File: src/rtl/wide_ff_pkg.sv
// Shared types and default parameters for the wide FF skid slice.
package wide_ff_pkg;

  // Slice occupancy: EMPTY (nothing held), FULL (main only), SKID (main + skid).
  typedef enum logic [1:0] {
    ST_EMPTY = 2'b00,
    ST_FULL  = 2'b01,
    ST_SKID  = 2'b10
  } state_t;

  localparam int          DEF_WIDTH     = 4;
  localparam logic [3:0]  DEF_RESET_VAL = 4'b0110;
  localparam int          DEF_CNT_W     = 4;

endpackage

File: src/rtl/wide_ff_reg.sv
// WIDTH-bit data register with async clear, sync clear and clock enable.
// Both clears load RESET_VAL so the power-up, clr and flush values agree.
module wide_ff_reg #(
  parameter int               WIDTH     = 4,
  parameter logic [WIDTH-1:0] RESET_VAL = 4'b0110
) (
  input  logic             clk,
  input  logic             clr,
  input  logic             flush,
  input  logic             en,
  input  logic [WIDTH-1:0] d,
  output logic [WIDTH-1:0] q
);

  logic [WIDTH-1:0] q_r;

  // Data storage: async clr, then sync flush, then enabled load; otherwise hold.
  always_ff @(posedge clk or posedge clr) begin
    if (clr) begin
      q_r <= RESET_VAL;
    end else if (flush) begin
      q_r <= RESET_VAL;
    end else if (en) begin
      q_r <= d;
    end
  end

  assign q = q_r;

endmodule

File: src/rtl/wide_ff_skid_slice.sv
// Two-entry valid/ready skid slice. All handshake outputs come straight from
// flops, so there is no combinational path from out_ready to in_ready.
module wide_ff_skid_slice
  import wide_ff_pkg::*;
#(
  parameter int               WIDTH     = DEF_WIDTH,
  parameter logic [WIDTH-1:0] RESET_VAL = DEF_RESET_VAL,
  parameter int               CNT_W     = DEF_CNT_W
) (
  input  logic             clk,
  input  logic             clr,
  input  logic             flush,
  input  logic             in_valid,
  output logic             in_ready,
  input  logic [WIDTH-1:0] in_data,
  output logic             out_valid,
  input  logic             out_ready,
  output logic [WIDTH-1:0] out_data,
  output logic [CNT_W-1:0] xfer_cnt
);

  state_t           state_r;
  state_t           state_nxt_s;
  logic             in_ready_r;
  logic             out_valid_r;
  logic [CNT_W-1:0] cnt_r;

  logic             accept_s;
  logic             take_s;
  logic             main_en_s;
  logic             skid_en_s;
  logic             main_from_skid_s;
  logic [WIDTH-1:0] main_d_s;
  logic [WIDTH-1:0] main_q_s;
  logic [WIDTH-1:0] skid_q_s;

  assign accept_s = in_valid & in_ready_r;
  assign take_s   = out_valid_r & out_ready;

  // Next-state and data-register load decisions; flush overrides the state only,
  // the data registers apply flush themselves.
  always_comb begin
    state_nxt_s      = state_r;
    main_en_s        = 1'b0;
    skid_en_s        = 1'b0;
    main_from_skid_s = 1'b0;
    case (state_r)
      ST_EMPTY: begin
        if (accept_s) begin
          state_nxt_s = ST_FULL;
          main_en_s   = 1'b1;
        end else begin
          state_nxt_s = ST_EMPTY;
        end
      end
      ST_FULL: begin
        if (accept_s && take_s) begin
          state_nxt_s = ST_FULL;
          main_en_s   = 1'b1;
        end else if (accept_s) begin
          state_nxt_s = ST_SKID;
          skid_en_s   = 1'b1;
        end else if (take_s) begin
          state_nxt_s = ST_EMPTY;
        end else begin
          state_nxt_s = ST_FULL;
        end
      end
      ST_SKID: begin
        if (take_s) begin
          state_nxt_s      = ST_FULL;
          main_en_s        = 1'b1;
          main_from_skid_s = 1'b1;
        end else begin
          state_nxt_s = ST_SKID;
        end
      end
      default: begin
        state_nxt_s = ST_EMPTY;
      end
    endcase
    if (flush) begin
      state_nxt_s = ST_EMPTY;
    end else begin
      state_nxt_s = state_nxt_s;
    end
  end

  // Main register refills from the skid entry when draining SKID, else from input.
  always_comb begin
    if (main_from_skid_s) begin
      main_d_s = skid_q_s;
    end else begin
      main_d_s = in_data;
    end
  end

  // State and registered handshake flags, derived from the next state.
  always_ff @(posedge clk or posedge clr) begin
    if (clr) begin
      state_r     <= ST_EMPTY;
      in_ready_r  <= 1'b0;
      out_valid_r <= 1'b0;
    end else begin
      state_r     <= state_nxt_s;
      in_ready_r  <= (state_nxt_s != ST_SKID);
      out_valid_r <= (state_nxt_s != ST_EMPTY);
    end
  end

  // Completed output handshakes; wraps naturally and ignores flush.
  always_ff @(posedge clk or posedge clr) begin
    if (clr) begin
      cnt_r <= {CNT_W{1'b0}};
    end else if (take_s) begin
      cnt_r <= cnt_r + {{(CNT_W-1){1'b0}}, 1'b1};
    end
  end

  wide_ff_reg #(.WIDTH(WIDTH), .RESET_VAL(RESET_VAL)) u_main (
    .clk   (clk),
    .clr   (clr),
    .flush (flush),
    .en    (main_en_s),
    .d     (main_d_s),
    .q     (main_q_s)
  );

  wide_ff_reg #(.WIDTH(WIDTH), .RESET_VAL(RESET_VAL)) u_skid (
    .clk   (clk),
    .clr   (clr),
    .flush (flush),
    .en    (skid_en_s),
    .d     (in_data),
    .q     (skid_q_s)
  );

  assign in_ready  = in_ready_r;
  assign out_valid = out_valid_r;
  assign out_data  = main_q_s;
  assign xfer_cnt  = cnt_r;

endmodule

File: config.mk
export PLATFORM = sky130hd
export DESIGN_NAME = wide_ff_skid_slice
export DESIGN_NICKNAME = d
export VERILOG_FILES = /design/src/rtl/wide_ff_pkg.sv /design/src/rtl/wide_ff_reg.sv /design/src/rtl/wide_ff_skid_slice.sv
export SDC_FILE = /design/constraint.sdc
export NUM_CORES = 1
export LEC_CHECK = 0
export BUFFER_PORTS_ARGS = -buffer_cell sky130_fd_sc_hd__buf_2
export CORE_MARGIN = 5
export CORE_UTILIZATION = 50
export DETAILED_ROUTE_END_ITERATION = 8
export PLACE_DENSITY_LB_ADDON = 0.25
export SYNTH_ARGS = -nofsm -noshare
export SYNTH_HDL_FRONTEND = slang
export SYNTH_SLANG_ARGS = --single-unit
File: constraint.sdc
create_clock -name clk -period 1.7 [get_ports clk]
set_input_delay 0.51 -clock clk [delete_from_list [all_inputs] [get_ports clk]]
set_output_delay 0.51 -clock clk [all_outputs]
set_load 0.05 [all_outputs]
## After elaboration in Yosys (flattened, before gate mapping)

Cells that the tools add are included.

- Register bits after elaboration: 16
- Input port bits: 9
- Output and inout bits: 10

- $add $sub $neg: 1
- Equality and inequality tests: 3
- Multiplexer cells: 19
- Bitwise logic cells: 2
- Reductions and logical operators: 5

Operator list:

| operator | number |
|---|---|
| $mux W4 | 5 |
| $mux W1 | 8 |
| $mux W2 | 4 |
| $pmux W2 S3 | 1 |
| $reduce_bool A2 Y1 | 3 |
| $add A4 B1 Y4 const B | 1 |
| $pmux W1 S3 | 1 |
| $and A1 B1 Y1 | 2 |
| $eq A2 B1 Y1 const B | 1 |
| $eq A2 B2 Y1 const B | 1 |
| $logic_not A2 Y1 | 1 |
| $ne A2 B2 Y1 const B | 1 |
| $logic_and A1 B1 Y1 | 1 |

## Depth between registers and ports, before layout

- Depth in word-level cells: 7
- Mapped depth: 7
- Gate-level depth less buffers: 7

## Hierarchy

From an unflattened synthesis, not the netlist that was laid out.

- Cell total of the unflattened synthesis: 70
- Area, all modules: 814.5 sq um

Modules (own cells, without submodules):

| module | instances | cells each | area an instance (sq um) | sequential area each (sq um) |
|---|---|---|---|---|
| wide_ff_skid_slice | 1 | 44 | 486.7 | 200.2 |
| wide_ff_reg | 2 | 13 | 163.9 | 102.6 |

## Worst setup path after synthesis

Ideal clock, no wire load.

- Kind: register to register
- Start: register out_valid_r (netlist: out_valid)
- End: register u_main.q_r[0] (netlist: u_main.q[0])
- Library setup time: 0.094 ns
- Data arrival time: 1.646 ns
- Slack: -0.040 ns
- Cell stages (with the launch flop): 8
- Path buffers: 0
- Period minus slack after synthesis: 1.740 ns
- Cell sequence: dfrtp_1 nand2_1 inv_1 ha_1 nand3b_1 o211ai_2 nor2_1 a211oi_1

- Cells in the longest elaborated chain, start to end: 6
- Elaborated cells on any way between the ends: 10
- Those cells by class: 7 x mux; 1 x bitwise; 2 x reduce/logical

Ends and longest elaborated chain:

| element | RTL line | source |
|---|---|---|
| from (decl) | wide_ff_skid_slice.sv:25 | `logic out_valid_r;` |
| from (signal assigned) | wide_ff_skid_slice.sv:107 | `out_valid_r <= (state_nxt_s != ST_EMPTY);` |
| $and A1 B1 Y1 (*) | wide_ff_skid_slice.sv:38 | `assign take_s = out_valid_r & out_ready;` |
| via take_s | wide_ff_skid_slice.sv:29 | `logic take_s;` |
| $mux W1 | wide_ff_skid_slice.sv:70 | `if (take_s) begin` |
| $mux W1 | wide_ff_skid_slice.sv:47 | `case (state_r)` |
| $mux W4 | wide_ff_skid_slice.sv:91 | `if (main_from_skid_s) begin` |
| $mux W4 | wide_ff_reg.sv:23 | `end else if (en) begin` |
| $mux W4 | wide_ff_reg.sv:21 | `end else if (flush) begin` |
| to (signal assigned) | wide_ff_reg.sv:20 | `q_r <= RESET_VAL;` |
| to (signal assigned) | wide_ff_reg.sv:22 | `q_r <= RESET_VAL;` |
| to (signal assigned) | wide_ff_reg.sv:24 | `q_r <= d;` |
| to (decl) | wide_ff_reg.sv:15 | `logic [WIDTH-1:0] q_r;` |

Mark *: on every way through the listed nets, which the timed path passes. The rest lies on a longest branch. The select of a mux whose other input is x is not followed.
A chain may end at the register's enable or synchronous reset.

## Worst setup path in the final report

- Start: register u_main.q_r[2] (netlist: u_main.q[2])
- End: output out_data[2]

RTL lines:

| element | RTL line | source |
|---|---|---|
| to (decl) | wide_ff_skid_slice.sv:18 | `output logic [WIDTH-1:0] out_data,` |

No word-level cell between the ends.

==> metrics.txt <==
status=finished clean; initial antenna violation count=0; final hold violation count=0; layout cells sized above 1=36.2%; final antenna-violating net count=0; I/O pin cnt=19; Final min period=between 1.5 and 2 ns; worst path cell trace=buf_2; crit path capture type=primary output; Worst Tran Pin Value=0.596 ns; cell taking the most area after synthesis=dfrtp_1; DR pass1 iterations=4; Yosys cell types=24; CP delay by family, top=flip-flops; Die W=~50 µm; total track usage=14.8%; switching fraction of total power=42.8%; Worst IR Drop VDD=0.00104 V; CP Launch Type=flop; max_cap viols=0; first-pass GRT wire length=around 2800 µm; Reg area=around 410 µm²; mean routed wirelength per cell=between 10 and 15 µm; RR Endpoint=u_main.q[1]; register area share after synthesis=50.6%; Starting Density=53.2%; Vias/cell=5.24; number of antenna diodes=0; Die Y=~50 µm; most common cell in the netlist=dfrtp_1; Hold Path Class=in -> async; Leak=0.478 nW; Fill cells=between 100 and 150; TritonCTS clock tree=built; RR Startpoint=out_valid; latest clock arrival within the worst-skew pair=0.28 ns; area delta synth->final=19.5%; r2r setup slk=0.21 ns; RD Place Congestion=0.773; Port-buffer cells=18; Final setup violation count=0; Crit path buffers/inverters=1; Resized cells post-CTS=0; largest cells by area after synthesis=dfrtp_1 38%, dfstp_2 13%, mux2i_1 5.0%; die area=2500 µm²; Yosys top cell area share=37.5%; multi-input logic area=380 µm²; Util after Layout=63.5%; Slew headroom=60.3%; syn nets=82; critical path class=reg -> out; commonest cells in the netlist=12 x dfrtp_1, 8 x nand2_1, 5 x nand3_1; Final Cycle Share=93.7%; largest net degree at the start of global routing=17; post-DP HPWL=1240 µm; register bit count reported by yosys=16; Worst path slowest cell=dfstp_2; Post-CTS Hold Buffers=0; combinational power share=39.7%; Residual DRC=0; Rows=14; PD cells=between 1000 and 1500 nW/µm²; fmax=around 630 MHz; mapped cell area=801 µm²; Crit path required time=1.19 ns; Clock power frac=17.1%; Max stage delay on crit path=~0.54 ns; Top FF cell, synth=dfrtp_1; Placeable Area=~1500 µm²; Total Routed Length=1590 µm; ys async rst share=100%; number of synthesized flops with an enable pin=0; Final Max Slew Viols=0; CP arrival=around 1.1 ns; clk sink count=16; cell count after synthesis=70; Num CTS Buffers=3; # H-tree levels=1; CTS max path bufs=2; RSZ-0062 raised after global routing=false; initial DRC count=13; reg2reg path depth=7; clk_skew=0.00160 ns; Avg Synthesized Cell Area=approximately 11 µm²; setup_tns=0 ns; Ys Warns=0; Root Driver=clkbuf_4; net load switching power=0.521 mW; CP max FO=2; Post-CTS Setup Bufs=0; CTS clock-pin slew for the worst setup and hold paths=0.09 ns; share of power burned in registers=43.3%; internal power=0.696 mW; vias in the first global route=614; gr ovfl total=0; DR vias=576; # nets final=107
per-stage QoR:
stage,power (mW),worst slack [ns],hold WS [ns],cell area (µm²),std cells
finish,1.22,0.107,0.276,957,110
global route,1.30,0.0628,0.318,957,110
CTS,1.23,0.103,0.294,957,110
detailed placement,1.02,0.0562,0.460,931,106
global placement,1.01,0.0591,0.457,931,106
floorplan,0.892,0.120,0.421,802,70
cells by family (layout without fill, tap and decap cells):
group / count (synthesis) / count (layout) / share of synthesized area, %
AO/OA/AOI/OAI: 9 / 9 / 7.66
XOR/XNOR: 3 / 3 / 3.28
adder cells (fa/ha/maj): 3 / 3 / 4.69
multiplexers: 7 / 7 / 9.22
AND/OR/NAND/NOR: 28 / 28 / 22.7
buffers and inverters: 4 / 28 / 1.87
flip-flops: 16 / 16 / 50.6
how the worst max path moves through the flow:
stage / start / endpoint / slack, ns / depth (start not counted)
6_report: u_main.q[2] / out_data[2] / 0.11 / 1
5_1_grt: u_main.q[2] / out_data[2] / 0.06 / 1
4_1_cts: u_main.q[2] / out_data[2] / 0.10 / 1
3_5_place_dp: out_ready / u_main.q[1] / 0.06 / 8
3_3_place_gp: out_ready / u_main.q[1] / 0.06 / 8
2_1_floorplan: in_ready / u_main.q[0] / 0.12 / 6
flip-flops by register name, summed over array words and instances, names as in the netlist:
signal / cells
in_ready: 1
out_valid: 1
state_r: 2
u_main.q: 4
u_skid.q: 4
xfer_cnt: 4
area by class of cell:
type | count | share of cell area, %
repair buffers | 21 | 11.8
well taps | 16 | 2.09
inverters | 3 | 1.18
multi-input cells | 50 | 39.7
flip-flops and latches | 16 | 42.5
clock buffers | 4 | 2.75
cell usage in the layout, fill, tap and decap left out, types with 2 or more instances in the layout:
cell type,netlist,final
ha_1,3,3
mux2i_1,4,4
nand2_1,8,8
a21oi_1,4,4
buf_4,0,3
and2_1,2,2
clkbuf_4,0,3
a211oi_1,2,2
inv_1,3,3
nand3_1,5,5
nand2b_1,2,2
dfrtp_1,12,11
nor2_1,3,3
mux2_1,2,2
xnor2_1,3,3
dfstp_2,4,4
nand3b_1,4,4
buf_2,0,18
power by group through the flow:
| stage | Clock (mW) | Combinational [mW] | Sequential (mW) |
|---|---|---|---|
| final | 0.208 | 0.483 | 0.526 |
| after global routing | 0.240 | 0.519 | 0.543 |
| after CTS | 0.213 | 0.489 | 0.528 |
| after detailed placement | 0 | 0.488 | 0.533 |
| after global placement | 0 | 0.478 | 0.531 |
| after floorplan | 0 | 0.145 | 0.747 |
layer usage:
metal,global-route usage (%),wire length [µm],share of wire [%],vias to the layer above
met2,23.2,738,46,14
met1,18.6,745,47,268
met5,0,0,0,-
li1,-,-,-,292
met4,6.55,15,0.94,0
met3,4.22,90,5.7,2
Power figures use the tool's default switching activity.
